File: src/rtl/div_unit_pkg.sv
// div_unit_pkg: state encodings, result width and step count shared by the divider files
package div_unit_pkg;
    typedef enum logic [1:0] {
        DIV_IDLE    = 2'b00,
`ifdef DIV_ZERO_FAST_EN
        DIV_DIVZERO = 2'b01,
`endif
        DIV_ON      = 2'b10,
        DIV_END     = 2'b11
    } div_state_t;
    localparam int DIV_RESULT_WD = 64;
    localparam int DIV_STEPS = 32;
    function automatic logic [31:0] abs32(input logic [31:0] x, input logic sgn);
        return (sgn && x[31]) ? -x : x;
    endfunction
endpackage

File: src/rtl/div_unit_if.sv
// div_unit_if: EX-stage request/result bundle between the pipeline and the divider
interface div_unit_if;
    logic        start_i;
    logic        signed_div_i;
    logic [31:0] opdata1_i;
    logic [31:0] opdata2_i;
    logic        annul_i;
    logic [63:0] result_o;
    logic        ready_o;
    logic        stallreq_o;
    modport master (output start_i, signed_div_i, opdata1_i, opdata2_i, annul_i,
                    input result_o, ready_o, stallreq_o);
    modport slave (input start_i, signed_div_i, opdata1_i, opdata2_i, annul_i,
                   output result_o, ready_o, stallreq_o);
endinterface

File: src/rtl/div_step.sv
// div_step: one restoring shift-compare-subtract iteration on the 65-bit working register
module div_step (
    input  logic [64:0] w_in,
    input  logic [31:0] divisor,
    output logic [64:0] w_out
);
    logic        ge;
    logic [31:0] rem;
    // w[64:32] holds the shifted partial remainder; quotient bits enter at bit 0
    always_comb begin
        ge = w_in[64:32] >= {1'b0, divisor};
        rem = ge ? 32'(w_in[64:32] - {1'b0, divisor}) : w_in[63:32];
        w_out = {rem, w_in[31:0], ge};
    end
endmodule

File: src/rtl/div_unit.sv
// div_unit: 32-bit signed/unsigned multi-cycle divider; DIV_ZERO_FAST_EN enables the short divide-by-zero path
module div_unit import div_unit_pkg::*; (
    input logic       clk,
    input logic       rst,
    div_unit_if.slave bus
);
    div_state_t                 state, state_n;
    logic [5:0]                 cnt;
    logic [64:0]                w, w_nxt;
    logic [31:0]                dvs_q, op1_q, q_fix, r_fix;
    logic                       dvd_neg_q, dvs_neg_q, zero_q, ready_q;
    logic [DIV_RESULT_WD-1:0]   result_q, fin;

    div_step u_step (.w_in(w), .divisor(dvs_q), .w_out(w_nxt));

    assign q_fix = (dvd_neg_q ^ dvs_neg_q) ? -w[31:0] : w[31:0];
    assign r_fix = dvd_neg_q ? -w[64:33] : w[64:33];
    assign fin = zero_q ? {op1_q, 32'hFFFFFFFF} : {r_fix, q_fix};
    assign bus.result_o = result_q;
    assign bus.ready_o = ready_q;
    assign bus.stallreq_o = rst & bus.start_i & ~ready_q & ~bus.annul_i;

    // state register
    always_ff @(posedge clk)
        state <= !rst ? DIV_IDLE : state_n;

    // next state; annul always returns to IDLE
    always_comb begin
        state_n = state;
        case (state)
`ifdef DIV_ZERO_FAST_EN
            DIV_IDLE:    if (bus.start_i) state_n = (bus.opdata2_i == '0) ? DIV_DIVZERO : DIV_ON;
            DIV_DIVZERO: state_n = DIV_END;
`else
            DIV_IDLE:    if (bus.start_i) state_n = DIV_ON;
`endif
            DIV_ON:      if (cnt == 6'(DIV_STEPS)) state_n = DIV_END;
            DIV_END:     if (!bus.start_i) state_n = DIV_IDLE;
            default:     state_n = DIV_IDLE;
        endcase
        if (bus.annul_i) state_n = DIV_IDLE;
    end

    // operand latch, iteration counter, sign fix-up and result registers
    always_ff @(posedge clk) begin
        if (!rst || bus.annul_i) begin
            cnt <= '0;
            ready_q <= 1'b0;
            result_q <= '0;
            if (!rst) w <= '0;
        end else begin
            case (state)
                DIV_IDLE: if (bus.start_i) begin
                    op1_q <= bus.opdata1_i;
                    dvs_q <= abs32(bus.opdata2_i, bus.signed_div_i);
                    dvd_neg_q <= bus.signed_div_i & bus.opdata1_i[31];
                    dvs_neg_q <= bus.signed_div_i & bus.opdata2_i[31];
                    zero_q <= bus.opdata2_i == '0;
                    w <= {32'b0, abs32(bus.opdata1_i, bus.signed_div_i), 1'b0};
                    cnt <= '0;
                end
`ifdef DIV_ZERO_FAST_EN
                DIV_DIVZERO: begin
                    result_q <= {op1_q, 32'hFFFFFFFF};
                    ready_q <= 1'b1;
                end
`endif
                DIV_ON: if (cnt == 6'(DIV_STEPS)) begin
                    result_q <= fin;
                    ready_q <= 1'b1;
                end else begin
                    w <= w_nxt;
                    cnt <= cnt + 6'd1;
                end
                DIV_END: if (!bus.start_i) begin
                    ready_q <= 1'b0;
                    result_q <= '0;
                end
                default: ;
            endcase
        end
    end
endmodule

File: src/flat_wrapper.sv
// flat-port wrapper written by rule: the top's interface ports become plain ports
module div_unit_flat import div_unit_pkg::*;
  (clk, rst, bus_start_i, bus_signed_div_i, bus_opdata1_i, bus_opdata2_i, bus_annul_i, bus_result_o, bus_ready_o, bus_stallreq_o);
  div_unit_if bus_i ();
  input logic clk;
  input logic rst;
  input wire logic [$bits(bus_i.start_i)-1:0] bus_start_i;
  input wire logic [$bits(bus_i.signed_div_i)-1:0] bus_signed_div_i;
  input wire logic [$bits(bus_i.opdata1_i)-1:0] bus_opdata1_i;
  input wire logic [$bits(bus_i.opdata2_i)-1:0] bus_opdata2_i;
  input wire logic [$bits(bus_i.annul_i)-1:0] bus_annul_i;
  output wire logic [$bits(bus_i.result_o)-1:0] bus_result_o;
  output wire logic [$bits(bus_i.ready_o)-1:0] bus_ready_o;
  output wire logic [$bits(bus_i.stallreq_o)-1:0] bus_stallreq_o;
  assign bus_i.start_i = bus_start_i;
  assign bus_i.signed_div_i = bus_signed_div_i;
  assign bus_i.opdata1_i = bus_opdata1_i;
  assign bus_i.opdata2_i = bus_opdata2_i;
  assign bus_i.annul_i = bus_annul_i;
  assign bus_result_o = bus_i.result_o;
  assign bus_ready_o = bus_i.ready_o;
  assign bus_stallreq_o = bus_i.stallreq_o;
  div_unit u_core (.clk(clk), .rst(rst), .bus(bus_i));
endmodule
File: config.mk
export PLATFORM = sky130hd
export DESIGN_NAME = div_unit_flat
export DESIGN_NICKNAME = d
export VERILOG_FILES = /design/src/rtl/div_unit_pkg.sv /design/src/rtl/div_unit_if.sv /design/src/rtl/div_step.sv /design/src/rtl/div_unit.sv /design/src/flat_wrapper.sv
export SDC_FILE = /design/constraint.sdc
export NUM_CORES = 1
export LEC_CHECK = 0
export ABC_AREA = 1
export CAP_MARGIN = 10
export CELL_PAD_IN_SITES_DETAIL_PLACEMENT = 1
export CELL_PAD_IN_SITES_GLOBAL_PLACEMENT = 2
export CORE_ASPECT_RATIO = 0.5
export CORE_MARGIN = 2
export CORE_UTILIZATION = 30
export DETAILED_ROUTE_END_ITERATION = 12
export PLACE_DENSITY = 0.78
export SLEW_MARGIN = 20
export SYNTH_ARGS = -nofsm -noshare
export SYNTH_HDL_FRONTEND = slang
export SYNTH_HIERARCHICAL = 1
export SYNTH_SLANG_ARGS = --single-unit
File: constraint.sdc
create_clock -name clk -period 10.32 [get_ports clk]
set_input_delay 2.58 -clock clk [delete_from_list [all_inputs] [get_ports clk]]
set_output_delay 2.58 -clock clk [all_outputs]
set_load 0.03 [all_outputs]
==> results of run 1 <==
[layer usage]
metal,GRT usage,part of all wire
met3,0.0193,0.022
met4,0.0476,0.023
met5,0,0
met2,0.357,0.48
met1,0.270,0.47
[power groups by stage]
stage	clock, W	sequential, W	combinational [W]
floorplan	0	0.000946	0.000301
global placement	0	0.000960	0.000419
detailed placement	0	0.000959	0.000425
CTS	0.000840	0.000942	0.000428
global route	0.000872	0.000946	0.000480
finish	0.000816	0.000943	0.000424
[sequential cells by signal, indices dropped and copies added, names as in the netlist]
signal / count
u_core/dvs_neg_q: 1
u_core/bus.ready_o: 1
u_core/bus.result_o: 64
u_core/dvd_neg_q: 1
u_core/zero_q: 1
u_core/w: 65
u_core/op1_q: 32
u_core/state: 2
u_core/cnt: 6
u_core/dvs_q: 32
[path summary, 6_finish.rpt]
check / startpoint / to / slack, ns / cells past startpoint
worst max register to register: u_core/w[40]$_SDFFCE_PP0P_ / u_core/w[58]$_SDFFCE_PP0P_ / 7.13 / 14
worst min register to register: u_core/bus.result_o[4]$_SDFFE_PP0P_ / u_core/bus.result_o[4]$_SDFFE_PP0P_ / 0.47 / 2
worst max-delay path: rst / bus_stallreq_o / 3.23 / 7
worst min-delay path: u_core/bus.result_o[4]$_SDFFE_PP0P_ / u_core/bus.result_o[4]$_SDFFE_PP0P_ / 0.47 / 2
[cell families after synthesis]
| kind of cell | count (synthesis) | synth area share |
|---|---|---|
| flops | 205 | 0.358 |
| xor+xnor | 56 | 0.0324 |
| simple gates | 1240 | 0.362 |
| fa+ha+maj | 39 | 0.0327 |
| compound gates | 255 | 0.0916 |
| buf+inv | 435 | 0.124 |
[layout by cell type, fill, tap and decap left out, drive strengths merged, types with 26 or more instances in the layout]
| cell | instances |
|---|---|
| o21ai | 101 |
| inv | 339 |
| nand3 | 220 |
| xor2 | 47 |
| dfxtp | 73 |
| clkdlybuf4s50 | 134 |
| ha | 38 |
| nand4 | 31 |
| nor2 | 289 |
| nand2 | 641 |
| edfxtp | 132 |
| a21oi | 124 |
| clkbuf | 26 |
[layout make-up]
class	instances	area share
inverters	337	0.0724
clock inverters	17	0.00727
well taps	660	0.0470
clock buffers	26	0.0346
flip-flops and latches	205	0.309
repair buffers	145	0.0811
multi-input cells	1590	0.449
[through the flow]
step | total power (W) | util | std cells | setup WS (ns)
after floorplan | 0.00125 | - | 2230 | 0.104
after global placement | 0.00138 | 0.336 | 2937 | 3.25
after detailed placement | 0.00138 | 0.336 | 2937 | 3.20
after CTS | 0.00221 | 0.351 | 2980 | 3.20
after global routing | 0.00230 | 0.351 | 2980 | 3.12
final | 0.00218 | 0.351 | 2980 | 3.23
[critical path, cell delays in order]
cell	delay, ns
clkdlybuf4s50_1	0.53
inv_1	0.07
nor2_2	0.07
buf_4	0.33
inv_2	0.07
nor3_1	0.15
clkdlybuf4s50_1	0.71
==> impl_metrics.py, run 1 <==
metrics = {
    "power_and_ir_drop": {
        "internal_power_w": 0.00148,
        "swShare": 0.323,
        "clkPwrFrac": 0.374,
        "switching_power_w": 0.000705,
        "seqPwrFrac": 0.432,
        "p_per_area_nw_per_um2": 124,
        "pwr-share-comb": 0.194,
        "ir_drop_mv": 0.101,
        "p_leak_nw": 7.83,
    },
    "global_route": {
        "grt_pass1_vias": 14800,
        "grt_max_degree": 85,
        "grt_first_pass_wirelength_um": 83400,
        "grt-ovfl-total": 0,
        "antenna_found_initial": 0,
        "grt.total_usage": 0.203,
    },
    "cts": {
        "ctsResizeCount": 0,
        "cts_sinks": 205,
        "cts_root_buffer": "clkbuf_16",
        "clk_pin_slew_ns": 0.06,
        "cts_setup_buffers": 0,
        "htreeDepth": 1,
        "cts_buffers": 24,
        "tritoncts": "yes",
        "cts-hold-fix-buffers": 0,
        "clk_latency_ns": 0.55,
        "clock_path_buffers": 3,
    },
    "synth": {
        "synth_edf_count": 132,
        "synth_flop_cell": "edfxtp_1",
        "yosysWarnings": 6,
        "ys_top_cells_by_area": "edfxtp_1 26%, nand2_1 15%, dfxtp_1 9.6%, inv_1 8.0%, nand3_1 6.7%",
        "synth-seq-cells": 205,
        "netlist_top_cells_count": "625 x nand2_1, 324 x inv_1, 269 x nor2_1",
        "async_reset_ff_frac": 0,
        "synth_top_area_share": 0.261,
        "netlist_instances": 2230,
        "yosysMostFrequentCell": "nand2_1",
        "synth-seq-area-share": 0.358,
        "avgSynthCellArea_um2": 6.80,
        "syn_nets": 2338,
        "yosys.area.top_type": "edfxtp_1",
        "netlist_area_um2": 15200,
        "yosysUniqueCellTypes": 49,
    },
    "timing": {
        "slew_headroom": 0.370,
        "worstMarginPinSlew_ns": 0.944,
        "fmax_mhz": 141,
        "slew_violations": 0,
        "final-setup-viol-count": 0,
        "hold_ws_ns": 0.467,
        "setup_tns_ns": 0,
        "fin_skew_ns": 0.0249,
        "finalHoldViolCount": 0,
        "rsz0062_at_grt": "no",
        "finalCritPeriodShare": 0.687,
        "fin_crit_ns": 7.09,
    },
    "worst_setup_path": {
        "worstPathRequired_ns": 7.74,
        "cp_max_fo": 35,
        "worstSetupStartpointType": "input port",
        "crit_arrival_ns": 4.51,
        "setup.worst_path.end_class": "output pin",
        "crit_type": "input port to output pin",
    },
    "die": {
        "dieArea_um2": 52500,
        "ios": 135,
        "core_um2": 50100,
        "die_width_um": 322,
        "start_util": 0.303,
        "rows": 58,
        "die_height_um": 163,
    },
    "layout": {
        "n_fill_cell": 6345,
        "fin_area_um2": 17600,
        "multi_input_area_um2": 7880,
        "final-seq-area_um2": 5430,
        "antenna_cells": 0,
        "drive_gt1_frac": 0.0621,
        "syn2layout_area_growth_pct": 15.9,
        "nets": 2411,
    },
    "drt": {
        "wire_per_inst_um": 17.8,
        "drtIter0Drc": 765,
        "vias_per_cell": 4.84,
        "ant_nets": 0,
        "wl_um": 53200,
        "drcViolationCount": 0,
        "vias": 14400,
        "first_pass_iters": 4,
    },
    "placement": {
        "hpwl_um": 41400,
        "gp_congestion": 0.871,
        "port_buffers": 134,
        "placed_cell_area_um2": 16800,
    },
    "outcome": {
        "status": "complete, no violations",
    },
    "job": {
        "drv_cap": 0,
    },
    "worst_hold_path": {
        "hold_class": "flip-flop to flip-flop",
    },
}
Power figures use the tool's default switching activity.
==> run 2, diff against run 1 <==
--- a/config.mk
+++ b/config.mk
@@ -11,9 +11,9 @@
 export CELL_PAD_IN_SITES_GLOBAL_PLACEMENT = 2
 export CORE_ASPECT_RATIO = 0.5
 export CORE_MARGIN = 2
-export CORE_UTILIZATION = 30
+export CORE_UTILIZATION = 33
 export DETAILED_ROUTE_END_ITERATION = 12
-export PLACE_DENSITY = 0.78
+export PLACE_DENSITY = 0.81
 export SLEW_MARGIN = 20
 export SYNTH_ARGS = -nofsm -noshare
 export SYNTH_HDL_FRONTEND = slang
==> constraint.sdc (replaced) <==
create_clock -name clk -period 6.8 [get_ports clk]
set_input_delay 1.7 -clock clk [delete_from_list [all_inputs] [get_ports clk]]
set_output_delay 1.7 -clock clk [all_outputs]
set_load 0.03 [all_outputs]
==> run 2 against run 1 <==
Critical path depth did not move. Via count is 0.69% higher. Clock skew is 0.0043 ns lower. Cell count is 2.2% lower. Worst setup slack worse by 1.7 ns. Die area down 8.9%. Largest power group unchanged.
==> impl_metrics.py, run 2 (synthesis gave the netlist of run 1 again) <==
metrics = {
    "power_and_ir_drop": {
        "ir_drop_mv": 0.161,
        "seqPwrFrac": 0.422,
        "p_leak_nw": 7.85,
        "internal_power_w": 0.00233,
        "switching_power_w": 0.00107,
        "p_per_area_nw_per_um2": 194,
        "pwr-share-comb": 0.191,
        "swShare": 0.314,
        "clkPwrFrac": 0.387,
    },
    "placement": {
        "hpwl_um": 41200,
        "port_buffers": 134,
        "dpl.cell_count": 2874,
        "gp_congestion": 0.870,
    },
    "global_route": {
        "antenna_found_initial": 0,
        "grt_pass1_vias": 14900,
        "grt_max_degree": 72,
        "grt-ovfl-total": 0,
        "grt_first_pass_wirelength_um": 84500,
        "grt.total_usage": 0.226,
    },
    "worst_setup_path": {
        "worstSetupStartpointType": "input port",
        "crit_type": "input port to output pin",
        "cp_max_fo": 35,
        "crit_arrival_ns": 3.58,
        "ff2ff_path_depth": 7,
        "worstPathRequired_ns": 5.10,
        "setup.worst_path.end_class": "output pin",
    },
    "layout": {
        "layout_commonest_cell": "nand2_1",
        "largest_register": "u_core/w",
        "multi_input_area_um2": 7890,
        "antenna_cells": 0,
        "final_cell_mix": "625 x nand2_1, 323 x inv_1, 268 x nor2_1",
        "nets": 2409,
        "syn2layout_area_growth_pct": 15.6,
        "largest_reg_flops": 65,
        "instances_no_fill": 2915,
        "n_fill_cell": 5715,
        "final-seq-area_um2": 5430,
        "drive_gt1_frac": 0.0609,
    },
    "cts": {
        "clock_path_buffers": 3,
        "cts-hold-fix-buffers": 0,
        "cts_buffers": 23,
        "cts_sinks": 205,
        "tritoncts": "yes",
        "htreeDepth": 1,
        "ctsResizeCount": 0,
        "clk_latency_ns": 0.55,
        "clk_pin_slew_ns": 0.06,
        "cts_root_buffer": "clkbuf_16",
        "cts_setup_buffers": 0,
    },
    "worst_hold_path": {
        "hold_class": "flip-flop to flip-flop",
        "whs_path_depth": 2,
    },
    "die": {
        "dieArea_um2": 47800,
        "die_height_um": 156,
        "core_um2": 45300,
        "die_width_um": 307,
        "ios": 135,
        "rows": 55,
        "start_util": 0.335,
    },
    "drt": {
        "wl_um": 53300,
        "vias_per_cell": 4.98,
        "wire_per_inst_um": 18.3,
        "vias": 14500,
        "first_pass_iters": 5,
        "drtIter0Drc": 929,
        "ant_nets": 0,
        "drcViolationCount": 0,
    },
    "timing": {
        "rsz0062_at_grt": "no",
        "fin_crit_ns": 5.28,
        "slew_violations": 0,
        "fin_skew_ns": 0.0206,
        "setup_tns_ns": 0,
        "final-setup-viol-count": 0,
        "slew_headroom": 0.327,
        "finalCritPeriodShare": 0.777,
        "worstMarginPinSlew_ns": 1.01,
        "fmax_mhz": 189,
        "finalHoldViolCount": 0,
    },
    "job": {
        "drv_cap": 0,
    },
    "outcome": {
        "status": "complete, no violations",
    },
}
run 2: power by group through the flow:
stage                     Sequential (W)  Clock [W]  Combinational, W
final                            0.00143    0.00131          0.000647
after global routing             0.00144    0.00139          0.000731
after CTS                        0.00143    0.00135          0.000651
after detailed placement         0.00146          0          0.000646
after global placement           0.00146          0          0.000638
after floorplan                  0.00143          0          0.000457
run 2: layer usage:
metal / track usage / part of all wire
met1: 0.305 / 0.48
met2: 0.385 / 0.46
met3: 0.0269 / 0.034
met4: 0.0576 / 0.025
met5: 0 / 0
run 2: stage by stage:
stage / hold WS (ns) / util / setup slack [ns] / power, W / cell area (um^2)
after floorplan: 0.469 / - / 0.300 / 0.00189 / 15200
after global placement: 0.454 / 0.370 / 1.44 / 0.00210 / 16800
after detailed placement: 0.455 / 0.370 / 1.48 / 0.00210 / 16800
after CTS: 0.465 / 0.387 / 1.48 / 0.00343 / 17500
after global routing: 0.487 / 0.387 / 1.41 / 0.00356 / 17500
final: 0.458 / 0.387 / 1.52 / 0.00339 / 17500
run 2: final cells by class:
class                      count  area share
multi-input combinational   1590       0.450
sequential                   205       0.310
timing repair buffer         144      0.0808
inverter                     337      0.0726
tap                          598      0.0427
clock buffer                  25      0.0333
clock inverter                16      0.0109
run 2: worst max-delay path, cell delays in order:
cell	delay, ns
clkdlybuf4s50_1	0.52
inv_1	0.06
nor2_2	0.07
buf_4	0.33
inv_2	0.06
nor3_1	0.13
clkdlybuf4s50_1	0.70
run 2: worst paths after layout:
path	startpoint	end	slack, ns
setup / recovery	rst	bus_stallreq_o	1.52
hold / removal	u_core/bus.result_o[0]$_SDFFE_PP0P_	u_core/bus.result_o[0]$_SDFFE_PP0P_	0.46
hold reg to reg	u_core/bus.result_o[0]$_SDFFE_PP0P_	u_core/bus.result_o[0]$_SDFFE_PP0P_	0.46
setup reg to reg	u_core/state[0]$_SDFFE_PP0P_	u_core/w[42]$_SDFFCE_PP0P_	3.44
